## config.mk

```make
export PLATFORM = sky130hd
export DESIGN_NAME = mem_arbiter_flat
export DESIGN_NICKNAME = d
export VERILOG_FILES = /design/src/rtl/mem_arbiter_if.sv /design/src/rtl/mem_arbiter.sv /design/src/flat_wrapper.sv
export SDC_FILE = /design/constraint.sdc
export NUM_CORES = 1
export LEC_CHECK = 0
export CAP_MARGIN = 25
export CORE_MARGIN = 5
export CORE_UTILIZATION = 31
export DETAILED_ROUTE_END_ITERATION = 6
export MAX_ROUTING_LAYER = met4
export PLACE_DENSITY = 0.74
export SLEW_MARGIN = 0
export SYNTH_ARGS = -nofsm -noshare
export SYNTH_HDL_FRONTEND = slang
export SYNTH_SLANG_ARGS = --single-unit
export TNS_END_PERCENT = 10
```

## constraint.sdc

```tcl
create_clock -name CLK -period 2 [get_ports CLK]
set_input_delay 0.4 -clock CLK [delete_from_list [all_inputs] [get_ports CLK]]
set_output_delay 0.4 -clock CLK [all_outputs]
set_load 0.05 [all_outputs]
```

## src/rtl/mem_arbiter_if.sv

```systemverilog
// ---------------------------------------------------------------------------
// mem_arbiter_if
// Bundles every signal that crosses the memory arbiter boundary: the fetch
// request (iREN/iaddr), the data request (dREN/dWEN/daddr/dstore), the single
// RAM port (ramREN/ramWEN/ramaddr/ramstore with ram_ready/ram_load) and the
// completion side (ihit/dhit/iload/dload/err).
//   slave  : the arbiter's view (requests and RAM response in, strobes out)
//   master : the environment's view (caches plus RAM model drive, observe)
// ---------------------------------------------------------------------------
interface mem_arbiter_if #(
   parameter int ADDR_W = 32,
   parameter int WORD_W = 32
);
   // instruction fetch side
   logic              iREN;
   logic [ADDR_W-1:0] iaddr;
   // data access side
   logic              dREN;
   logic              dWEN;
   logic [ADDR_W-1:0] daddr;
   logic [WORD_W-1:0] dstore;
   // RAM port
   logic              ram_ready;
   logic [WORD_W-1:0] ram_load;
   logic              ramREN;
   logic              ramWEN;
   logic [ADDR_W-1:0] ramaddr;
   logic [WORD_W-1:0] ramstore;
   // completion
   logic              ihit;
   logic              dhit;
   logic [WORD_W-1:0] iload;
   logic [WORD_W-1:0] dload;
   logic              err;

   modport slave (
      input  iREN, iaddr, dREN, dWEN, daddr, dstore, ram_ready, ram_load,
      output ramREN, ramWEN, ramaddr, ramstore, ihit, dhit, iload, dload, err
   );

   modport master (
      output iREN, iaddr, dREN, dWEN, daddr, dstore, ram_ready, ram_load,
      input  ramREN, ramWEN, ramaddr, ramstore, ihit, dhit, iload, dload, err
   );
endinterface

```

## src/rtl/mem_arbiter.sv

```systemverilog
// ---------------------------------------------------------------------------
// mem_arbiter
// Shares one RAM port between instruction fetch and data access. One RAM
// transaction is in flight at a time; completion is reported with registered
// one-cycle ihit/dhit pulses. Data wins arbitration, but after MAX_DSTREAK
// consecutive data grants taken while a fetch waits, the fetch is granted.
// A watchdog aborts an access that stays incomplete for TIMEOUT cycles and
// raises a sticky err flag.
// Ports:
//   CLK  : clock, all state updates on the rising edge
//   RST  : synchronous active-high reset
//   bus  : mem_arbiter_if.slave (requests, RAM port, hits, load data, err)
// ---------------------------------------------------------------------------
module mem_arbiter #(
   parameter int ADDR_W      = 32,
   parameter int WORD_W      = 32,
   parameter int MAX_DSTREAK = 4,   // 1..15
   parameter int TIMEOUT     = 15   // 1..255
) (
   input  logic         CLK,
   input  logic         RST,
   mem_arbiter_if.slave bus
);

   localparam logic [3:0] MAX_STREAK_C = 4'(MAX_DSTREAK);
   localparam logic [7:0] TIMEOUT_C    = 8'(TIMEOUT);

   typedef enum logic [2:0] {
      S_IDLE  = 3'd0,
      S_DACC  = 3'd1,
      S_IACC  = 3'd2,
      S_IDONE = 3'd3,
      S_DDONE = 3'd4
   } state_t;

   state_t            state_q;
   logic [3:0]        streak_q;
   logic [7:0]        wdog_q;
   logic              ihit_q;
   logic              dhit_q;
   logic              err_q;
   logic [WORD_W-1:0] iload_q;
   logic [WORD_W-1:0] dload_q;

   logic              dreq_s;
   logic              grant_d_s;
   logic              wdog_expire_s;
   logic [7:0]        wdog_d;
   logic [3:0]        streak_up_d;

   // Arbitration terms and the counter candidates used by the FSM.
   assign dreq_s        = bus.dREN | bus.dWEN;
   // Data wins unless a fetch is waiting and the data streak is used up.
   assign grant_d_s     = dreq_s & (~bus.iREN | (streak_q < MAX_STREAK_C));
   assign wdog_d        = wdog_q + 8'd1;
   assign wdog_expire_s = (wdog_d == TIMEOUT_C);
   assign streak_up_d   = (streak_q < MAX_STREAK_C) ? (streak_q + 4'd1) : MAX_STREAK_C;

   // Main FSM: state, streak, watchdog, hit pulses, load capture and err.
   always_ff @(posedge CLK) begin
      if (RST) begin
         state_q  <= S_IDLE;
         streak_q <= 4'd0;
         wdog_q   <= 8'd0;
         ihit_q   <= 1'b0;
         dhit_q   <= 1'b0;
         err_q    <= 1'b0;
         iload_q  <= {WORD_W{1'b0}};
         dload_q  <= {WORD_W{1'b0}};
      end else begin
         ihit_q <= 1'b0;
         dhit_q <= 1'b0;
         case (state_q)
            S_IDLE: begin
               wdog_q <= 8'd0;
               if (grant_d_s) begin
                  state_q <= S_DACC;
                  // Only data grants taken over a waiting fetch extend the streak.
                  streak_q <= bus.iREN ? streak_up_d : 4'd0;
               end else if (bus.iREN) begin
                  state_q  <= S_IACC;
                  streak_q <= 4'd0;
               end else begin
                  state_q <= S_IDLE;
               end
            end
            S_DACC: begin
               if (bus.ram_ready) begin
                  // Writes leave dload untouched.
                  if (bus.dREN && !bus.dWEN) begin
                     dload_q <= bus.ram_load;
                  end else begin
                     dload_q <= dload_q;
                  end
                  dhit_q  <= 1'b1;
                  wdog_q  <= 8'd0;
                  state_q <= S_DDONE;
               end else if (wdog_expire_s) begin
                  err_q   <= 1'b1;
                  wdog_q  <= 8'd0;
                  state_q <= S_IDLE;
               end else begin
                  wdog_q <= wdog_d;
               end
            end
            S_IACC: begin
               if (bus.ram_ready) begin
                  iload_q <= bus.ram_load;
                  ihit_q  <= 1'b1;
                  wdog_q  <= 8'd0;
                  state_q <= S_IDONE;
               end else if (wdog_expire_s) begin
                  err_q   <= 1'b1;
                  wdog_q  <= 8'd0;
                  state_q <= S_IDLE;
               end else begin
                  wdog_q <= wdog_d;
               end
            end
            // DONE states exist only to present the hit pulse; no grant
            // is made out of them, requests are sampled again in IDLE.
            S_IDONE: begin
               state_q <= S_IDLE;
            end
            S_DDONE: begin
               state_q <= S_IDLE;
            end
            default: begin
               state_q <= S_IDLE;
               wdog_q  <= 8'd0;
            end
         endcase
      end
   end

   // RAM strobes follow the current state and live request inputs; they are
   // forced low while RST is sampled so an aborted access drops at once.
   always_comb begin
      bus.ramREN   = 1'b0;
      bus.ramWEN   = 1'b0;
      bus.ramaddr  = {ADDR_W{1'b0}};
      bus.ramstore = {WORD_W{1'b0}};
      if (RST) begin
         bus.ramREN = 1'b0;
      end else begin
         case (state_q)
            S_DACC: begin
               bus.ramaddr  = bus.daddr;
               bus.ramWEN   = bus.dWEN;
               bus.ramREN   = bus.dREN & ~bus.dWEN;   // write wins
               bus.ramstore = bus.dstore;
            end
            S_IACC: begin
               bus.ramaddr = bus.iaddr;
               bus.ramREN  = 1'b1;
            end
            default: begin
               bus.ramREN = 1'b0;
            end
         endcase
      end
   end

   assign bus.ihit  = ihit_q;
   assign bus.dhit  = dhit_q;
   assign bus.iload = iload_q;
   assign bus.dload = dload_q;
   assign bus.err   = err_q;

endmodule

```

## src/flat_wrapper.sv

```systemverilog
// flat-port wrapper written by rule: the top's interface ports become plain ports
module mem_arbiter_flat 
#(
   parameter int ADDR_W      = 32,
   parameter int WORD_W      = 32,
   parameter int MAX_DSTREAK = 4,           
   parameter int TIMEOUT     = 15            
)
  (CLK, RST, bus_iREN, bus_iaddr, bus_dREN, bus_dWEN, bus_daddr, bus_dstore, bus_ram_ready, bus_ram_load, bus_ramREN, bus_ramWEN, bus_ramaddr, bus_ramstore, bus_ihit, bus_dhit, bus_iload, bus_dload, bus_err);
  mem_arbiter_if #(.ADDR_W(ADDR_W), .WORD_W(WORD_W)) bus_i ();
  input  logic CLK;
  input  logic RST;
  input wire logic [$bits(bus_i.iREN)-1:0] bus_iREN;
  input wire logic [$bits(bus_i.iaddr)-1:0] bus_iaddr;
  input wire logic [$bits(bus_i.dREN)-1:0] bus_dREN;
  input wire logic [$bits(bus_i.dWEN)-1:0] bus_dWEN;
  input wire logic [$bits(bus_i.daddr)-1:0] bus_daddr;
  input wire logic [$bits(bus_i.dstore)-1:0] bus_dstore;
  input wire logic [$bits(bus_i.ram_ready)-1:0] bus_ram_ready;
  input wire logic [$bits(bus_i.ram_load)-1:0] bus_ram_load;
  output wire logic [$bits(bus_i.ramREN)-1:0] bus_ramREN;
  output wire logic [$bits(bus_i.ramWEN)-1:0] bus_ramWEN;
  output wire logic [$bits(bus_i.ramaddr)-1:0] bus_ramaddr;
  output wire logic [$bits(bus_i.ramstore)-1:0] bus_ramstore;
  output wire logic [$bits(bus_i.ihit)-1:0] bus_ihit;
  output wire logic [$bits(bus_i.dhit)-1:0] bus_dhit;
  output wire logic [$bits(bus_i.iload)-1:0] bus_iload;
  output wire logic [$bits(bus_i.dload)-1:0] bus_dload;
  output wire logic [$bits(bus_i.err)-1:0] bus_err;
  assign bus_i.iREN = bus_iREN;
  assign bus_i.iaddr = bus_iaddr;
  assign bus_i.dREN = bus_dREN;
  assign bus_i.dWEN = bus_dWEN;
  assign bus_i.daddr = bus_daddr;
  assign bus_i.dstore = bus_dstore;
  assign bus_i.ram_ready = bus_ram_ready;
  assign bus_i.ram_load = bus_ram_load;
  assign bus_ramREN = bus_i.ramREN;
  assign bus_ramWEN = bus_i.ramWEN;
  assign bus_ramaddr = bus_i.ramaddr;
  assign bus_ramstore = bus_i.ramstore;
  assign bus_ihit = bus_i.ihit;
  assign bus_dhit = bus_i.dhit;
  assign bus_iload = bus_i.iload;
  assign bus_dload = bus_i.dload;
  assign bus_err = bus_i.err;
  mem_arbiter #(.ADDR_W(ADDR_W), .WORD_W(WORD_W), .MAX_DSTREAK(MAX_DSTREAK), .TIMEOUT(TIMEOUT)) u_core (.CLK(CLK), .RST(RST), .bus(bus_i));
endmodule
```

; Yosys cells after proc, flatten, opt, wreduce, memory -nomap -nowiden
; Index checks and enable logic that the tools add are counted.
; Widths: inputs -> output; s select.
[classes]
n_addsub = 2
multipliers = 0
div_mod_pow = 0
order_cmp = 1
n_eq_ne = 5
n_shift = 0
muxes = 22
bitwise_logic = 9
n_reduce_logical = 12
[op_table]
columns = op, count
row1 = $mux 32, 3
row2 = $pmux 32 s2, 1
row3 = $mux 4, 4
row4 = $mux 8, 2
row5 = $pmux 8 s2, 1
row6 = $mux 3, 4
row7 = $pmux 3 s3, 1
row8 = $add 8x1->8 const B, 1
row9 = $eq 8x4->1 const B, 1
row10 = $reduce_or 2->1, 4
row11 = $eq 3x2->1 const B, 2
row12 = $reduce_and 3->1, 2
row13 = $not 1->1, 5
row14 = $add 4x1->4 const B, 1
row15 = $lt 4x3->1 const B, 1
row16 = $mux 1, 4
row17 = $reduce_and 2->1, 2
row18 = $eq 3x1->1 const B, 1
row19 = $eq 3x3->1 const B, 1
row20 = $logic_not 3->1, 1
row21 = $and 1x1->1, 2
row22 = $mux 2, 1
row23 = $or 1x1->1, 2
row24 = $pmux 1 s2, 1
row25 = other kinds (3), 3
[word_totals]
regBits = 82
latchBits = 0
ram_bits = 0
mem_bits_ro = 0
inputBits = 134
memories = 0

; Logic depth before layout (Yosys ltp)
[depth]
word_depth = 5
depth_mapped = 8
mapped_depth_nobuf = 7

; Least setup slack after synthesis
; Ideal clock, no wire load.
[synth_timing]
kind = input -> output
startpoint = input RST
endpoint = output bus_ramWEN
arrival_ps = 2290
required_ps = 1600
setup_slack_ps = -690
path_stages = 3
path_buffers = 2
cell_sequence = clkbuf_1 -> clkbuf_1 -> nor4_1
[synth_between]
elab_chain_len = 1
[synth_rtl]
columns = element, line_no
row1 = from (decl), flat_wrapper.sv:12  ; input logic RST;
row2 = $mux 1, mem_arbiter.sv:143  ; if (RST) begin
row3 = to (decl), flat_wrapper.sv:22  ; output wire logic [$bits(bus_i.ramWEN)-1:0] bus_ramWEN;
; No other way between the ends.

; Final worst setup path
[layout_timing]
startpoint = register u_core.state_q[1]
endpoint = output bus_ramstore[15]
[layout_between]
elab_chain_len = 3
[layout_rtl]
columns = element, line_no
row1 = from (decl), mem_arbiter.sv:36  ; state_t state_q;
row2 = from (signal assigned), mem_arbiter.sv:62  ; state_q <= S_IDLE;
row3 = from (signal assigned), mem_arbiter.sv:77  ; state_q <= S_DACC;
row4 = from (signal assigned), mem_arbiter.sv:81  ; state_q <= S_IACC;
row5 = $eq 3x1->1, mem_arbiter.sv:146  ; case (state_q)
row6 = $mux 32, mem_arbiter.sv:146
row7 = $mux 32, mem_arbiter.sv:143
row8 = to (decl), flat_wrapper.sv:24  ; output wire logic [$bits(bus_i.ramstore)-1:0] bus_ramstore;
; No other way between the ends.

==> flow_metrics.py <==
metrics = {
    "floorplanning": {
        "die_w_um": 119,
        "die-height_um": 119,
        "num_rows": 39,
        "fp.dieArea_um2": 14100,
        "fp.coreArea_um2": 11500,
        "io_pins": 267,
        "initial_utilization_pct": 31.9,
    },
    "sta": {
        "max-slew-margin-rel_pct": 58.0,
        "fmax_ghz": 0.475,
        "timing_hold_violations_final": 0,
        "finalSetupViolations": 60,
        "finalCriticalPeriod_ns": 2.10,
        "layout_worst_path_cycle_share_pct": 105,
        "tightest_slew_ns": 0.630,
        "fin_setup_tns_ns": -4.25,
        "report.final.slew_viol_count": 0,
        "setup_ws_ns": -0.104,
        "fin_skew_ns": 0.0100,
        "unrepaired_setup_endpoints_after_global_routing": "true",
    },
    "synth": {
        "yosysUniqueCellTypes": 39,
        "fraction_of_synthesis_flops_using_an_asynchronous_set_or_reset_pin_pct": 0,
        "synthesis.nets": 610,
        "seq_area_frac_synth_pct": 44.9,
        "postSynthRegisterBits": 82,
        "post_synth.cell_area_avg_um2": 7.73,
        "yosys-top-cells-count": "nand2_1, dfxtp_1, a21oi_1, and2_1, a22o_1",
        "netlist_top_cells_area": "dfxtp_1, nand2_1, a21oi_1",
        "synth.cell_area_um2": 3660,
        "ys_dominant_reg_cell": "dfxtp_1",
        "synth_area_leader_cell": "dfxtp_1",
        "synth_top_area_share_pct": 44.9,
        "yosysWarningCount": 0,
        "syn_inst": 473,
        "post-synth-top-count-cell": "nand2_1",
        "synth-edff-count": 0,
    },
    "power_and_ir_drop": {
        "power.density_nw_per_um2": 648,
        "vdd.ir_drop.worst_mv": 0.595,
        "leakagePower_nw": 3.17,
    },
    "detailed_routing": {
        "wirelength_um": 19000,
        "antenna_left": 0,
        "drc": 0,
        "routed_wire_length_per_instance_um": 21.2,
        "via_per_inst": 5.10,
        "iter_0_drt_violations": 222,
        "drt-pass1-iter-count": 4,
        "vias": 4583,
    },
    "clocking": {
        "cts_inserted_buffers": 9,
        "clk_pin_slew_worst_paths_ns": 0.06,
        "clk_root_buffer_cell": "clkbuf_16",
        "cts_max_level": 3,
        "clock_path_buffers": 2,
        "insertion_delay_ns": 0.33,
        "clock_sink_count": 82,
        "cts_tree": "built",
    },
    "critical_path": {
        "timing.critical_path.from_type": "flop",
        "setup.worst_path.class": "reg -> out",
        "timing.critical_path.required_ns": 1.60,
        "worst_ep_arrival_time_ns": 1.70,
        "worstSetupEndpointType": "output port",
        "worstPathMaxFanout": 6,
    },
    "placement": {
        "routabilityCongestion": 0.881,
        "dpl.hpwl_um": 13500,
        "place_ws_ns": -0.0820,
        "io_buffers": 266,
    },
    "layout": {
        "post_route_cells_drive_above_1_share_pct": 27.0,
        "layout.filler_cells": 794,
        "finalNetCount": 887,
        "syn2layout_area_growth_pct": 127,
    },
    "global_routing": {
        "grt_max_degree": 46,
        "globalRouteTotalUtil_pct": 25.8,
        "first_global_vias": 4682,
        "number_of_antenna_violations_at_the_first_check_in_global_routing": 1,
        "grt_pass1_wl_um": 27800,
        "grt_overflow": 0,
    },
    "run_status": {
        "status": "complete, but fails checks",
        "failing_checks": "setup timing",
    },
    "hold_path": {
        "worst_hold_path_type": "reg -> reg",
    },
    "run": {
        "drv.max_cap_violation_count": 0,
    },
}
## report_power, final
part | switching, mW | leakage, nW | total, mW | internal, mW
registers | 0.0346 | 0.664 | 1.71 | 1.68
clock network | 0.701 | 0.150 | 1.69 | 0.991
logic | 0.961 | 2.35 | 1.97 | 1.00
## path summary, 6_finish.rpt
path | cells past startpoint | slack [ns] | endpoint | from
min reg2reg | 2 | 0.46 | u_core.bus.dload[29] | u_core.bus.dload[29]
min | 2 | 0.46 | u_core.bus.dload[29] | u_core.bus.dload[29]
max | 7 | -0.10 | bus_ramstore[15] | u_core.state_q[1]
max reg2reg | 7 | 0.09 | u_core.wdog_q[2] | u_core.wdog_q[1]
## state kept, by name, indices dropped and copies added, names as in the netlist
name and count:
u_core.bus.dload 32, u_core.bus.iload 32, u_core.wdog_q 8, u_core.streak_q 4, u_core.state_q 3, u_core.bus.dhit 1
u_core.bus.err 1, u_core.bus.ihit 1
## layout by cell type, fill, tap and decap left out, drive strengths merged, types with 2 or more instances in the layout
cell           instances
clkdlybuf4s50        198
nor2                  15
dfxtp                 82
nor3                   4
a22oi                  3
o21ai                 10
and2b                  3
a22o                  32
or3                    2
inv                    8
and3b                  2
nand2                136
a21oi                 75
and2                  35
o221ai                 2
nand3                  3
xor2                   3
nor2b                  2
and4                   2
nand2b                 3
clkbuf                11
ha                     3
buf                  102
## per-layer routing
metal,share of wire [%],routed length [µm],global-route usage (%)
met2,54,10200,45.8
met4,2.5,479,8.36
met5,0,0,-
met3,7.0,1330,7.69
met1,37,6960,27.2
## final cells by class
class	instances	area, µm²	area share [%]
Clock buffer	9	225	2.72
Tap cell	143	179	2.16
Clock inverter	7	82.6	0.997
Sequential cell	82	1650	19.9
Antenna cell	1	2.50	0.0302
Timing Repair Buffer	303	3840	46.4
Multi-Input combinational cell	350	2290	27.6
Inverter	4	15.0	0.181
## critical path, stage by stage (launching register included)
cell	delay [ns]
dfxtp_4	0.36
nand2b_4	0.15
nor3_4	0.15
buf_6	0.14
buf_8	0.13
clkbuf_16	0.16
and2_4	0.15
buf_12	0.13
## metrics by stage
step	std cells	hold WS [ns]	utilization [%]	instance area, µm²	power (mW)
2_1_floorplan	473	0.470	-	3750	2.50
3_3_place_gp	860	0.439	63.5	7280	3.39
3_5_place_dp	860	0.446	63.5	7280	3.41
4_1_cts	896	0.456	70.9	8130	5.33
5_1_grt	899	0.481	72.3	8290	5.55
6_report	899	0.455	72.3	8290	5.37
## repair_timing
item,4_1_cts,5_1_grt
pin swaps,29,35
resized for setup,57,39
cloned,5,3
hold buffers,0,0
endpoints found under the setup margin,65,79
buffers inserted,15,1
## logic make-up (layout without fill, tap and decap cells)
group / count (synthesis) / count (layout) / synth area share [%]
muxes: 1 / 1 / 0.274
other: 0 / 1 / 0
DFF: 82 / 82 / 44.9
and+or+nand+nor: 214 / 214 / 26.8
AOI/OAI and AO/OA: 129 / 129 / 21.9
adders and majority gates: 3 / 3 / 1.03
buffers and inverters: 41 / 323 / 4.41
xor gates and xnor gates: 3 / 3 / 0.719
Power figures use the tool's default switching activity.
==> edit, RTL diff (config.mk and constraints unchanged) <==
Encoding of `state_t`: now one-hot (5 bits for 5 states).
--- a/src/rtl/mem_arbiter.sv
+++ b/src/rtl/mem_arbiter.sv
@@ -25,12 +25,12 @@
    localparam logic [3:0] MAX_STREAK_C = 4'(MAX_DSTREAK);
    localparam logic [7:0] TIMEOUT_C    = 8'(TIMEOUT);
 
-   typedef enum logic [2:0] {
-      S_IDLE  = 3'd0,
-      S_DACC  = 3'd1,
-      S_IACC  = 3'd2,
-      S_IDONE = 3'd3,
-      S_DDONE = 3'd4
+   typedef enum logic [4:0] {
+      S_IDLE  = 5'b00001,
+      S_DACC  = 5'b00010,
+      S_IACC  = 5'b00100,
+      S_IDONE = 5'b01000,
+      S_DDONE = 5'b10000
    } state_t;
 
    state_t            state_q;
Check against the original RTL: no difference found for any inputs over 4 cycles, from zero or initial values and one cycle with RST high; so few cycles prove little.
==> edit against the original RTL <==
- the run still ends with negative setup slack left
- first-iteration DRC count grew 13%
- highest routed layer unchanged
- register-to-register slack gained 30 ps
- die area grew 0.75%
- synthesized area grew 0.82%
- design area shrank 4.1%
- sequential power is essentially flat
- sequential cell count grew 2
- wire length shrank 11%
- total power shrank 18%
- largest power group is now registers
- combinational power shrank 49%
- global-route usage shrank 1.5 points
- via count shrank 3.2%
- setup slack lost 300 ps
==> edit: results (changes against the original RTL) <==
status - finished with violations
failing checks - negative setup slack
pre-CTS setup slack - -95.1 ps (-13.0 ps)
Setup violations, final - 66 (+10%)
Root Buffer Master - clkbuf_16
Final WS setup - -404 ps (-301 ps)
Pre-antenna DRT Iters - 4 (unchanged)
placed cells - 873 (+1.5%)
layout filler cell count - 884 (+11%)
ys async rst share - 0% (unchanged)
TritonCTS buffer count - 9 (unchanged)
Post-Route Skew - 3.85 ps (-6.15 ps)
commonest cells in the netlist - 138 x nand2_1, 84 x dfxtp_1, 72 x a21oi_1
yosys warns - 0 (unchanged)
Clk pin slew, worst setup/hold paths - 60 ps (about the same)
number of port buffers - 266 (unchanged)
vias - 4437 (-3.2%)
setup bufs post-CTS - 0 (-15)
Starting DRT DRC Count - 250 (+13%)
Worst VDD drop - 0.574 mV (-3.7%)
Mapped Nets - 613 (+0.49%)
Largest delay share family, worst path - simple AND/OR/NAND/NOR gates
Cells after Synth - 476 (+0.63%)
Tot GR Track Use - 24.3% (-1.5 points)
Worst Hold Depth - 2 (unchanged)
DP HPWL - 13.4 mm (-0.80%)
share of cells above drive strength 1 - 24.4% (-2.6 points)
main area contributors after synthesis - dfxtp_1 46%, nand2_1 14%, a21oi_1 9.8%
Nets - 879 (-0.90%)
Fin Setup TNS - -23860 ps (-19610 ps)
min-delay worst type - reg2reg
Internal - 3310 µW (-9.8%)
antenna violations before repair - 1 (unchanged)
DR vias/cell - 4.99 (-2.2%)
first-pass GRT wire length - 26.1 mm (-6.1%)
worst skew pair latency - 330 ps (about the same)
drt wl/cell - 19.0 µm (-10%)
vias in the first global route - 4556 (-2.7%)
Post-DP Area - 0.00759 mm² (+4.2%)
largest net degree at the start of global routing - 82 (+78%)
Worst path max stage delay - 390 ps (+30 ps)
Tightest Pin Transition - 818 ps (+188 ps)
Static Leak - 0.00301 µW (-5.0%)
# H-tree levels - 3 (unchanged)
library cells used by synthesis - 34 (-13%)
slowest CP cell - or3_4
gp weighted congestion - 0.891 (+1.2%)
sequential element share of the synthesized area - 45.6% (+0.72 points)
CTS Buffer Depth - 2 (unchanged)
Max FO, Critical Path - 22 (+16)
FF-to-FF path depth - 7 (unchanged)
edit: cell count changes after synthesis, moves of 3 or more:
cell | unedited run | this run
a21oi_1 | 75 | 72
a22oi_1 | 3 | 6
nor2_1 | 15 | 22
xnor2_1 | 0 | 4
edit: final timing paths:
check	from	endpoint	slack [ps]
max	u_core.state_q[4]	bus_ramaddr[0]	-400
min	u_core.bus.dload[27]	u_core.bus.dload[27]	450
max reg2reg	u_core.state_q[4]	u_core.state_q[1]	120
min reg2reg	u_core.bus.dload[27]	u_core.bus.dload[27]	450
edit: repair_timing:
item,4_1_cts,5_1_grt
cloned,0,1
pin swaps,26,12
hold buffers,0,0
resized for setup,0,9
endpoints found under the setup margin,66,67
edit: per-stage QoR:
step                      power, µW  hold WS, ps
after global routing           4570          478
after global placement         2730          440
after floorplan                2180          444
after detailed placement       2750          446
after CTS                      4430          454
final                          4400          451
edit: power groups by stage:
stage                     registers (µW)  logic, µW  clock network, µW
after CTS                           1710       1000               1710
final                               1710       1010               1680
after global placement              1750        983                  0
after detailed placement            1750        999                  0
after global routing                1720       1050               1800
after floorplan                     1780        392                  0
edit: logic make-up (layout without fill, tap and decap cells):
| logic type | after synthesis | after routing | synth area share, % |
|---|---|---|---|
| buffers and inverters | 39 | 309 | 4.14 |
| muxes | 1 | 1 | 0.271 |
| DFF | 84 | 84 | 45.6 |
| xor gates and xnor gates | 6 | 6 | 1.43 |
| other | 0 | 1 | 0 |
| AOI/OAI and AO/OA | 120 | 120 | 20.2 |
| and+or+nand+nor | 223 | 223 | 27.4 |
| adders and majority gates | 3 | 3 | 1.02 |
edit: final cells by class:
type                       instances  area, µm²  area share [%]
timing repair buffer             289       3560            44.8
multi-input combinational        353       2200            27.7
sequential                        84       1680            21.2
clock buffer                      14        274            3.45
tap                              143        179            2.25
clock inverter                     1       30.0           0.378
inverter                           5       18.8           0.236
antenna                            1       2.50          0.0315
edit: routing by layer:
metal	wire [µm]	vias to the layer above	part of all wire, %	GRT usage [%]
li1	-	2122	-	-
met1	6260	2103	37	25.3
met2	8530	189	50	41.2
met3	1660	23	9.8	10.5
met4	461	0	2.7	8.11
met5	0	-	0	-
edit: worst register-to-register path, stage by stage (launching register included):
cell and delay, ps:
dfxtp_2 320, or3_4 390, or3_1 410, buf_4 180, a21oi_1 170, buf_4 170, a22oi_1 80, nor2_1 90
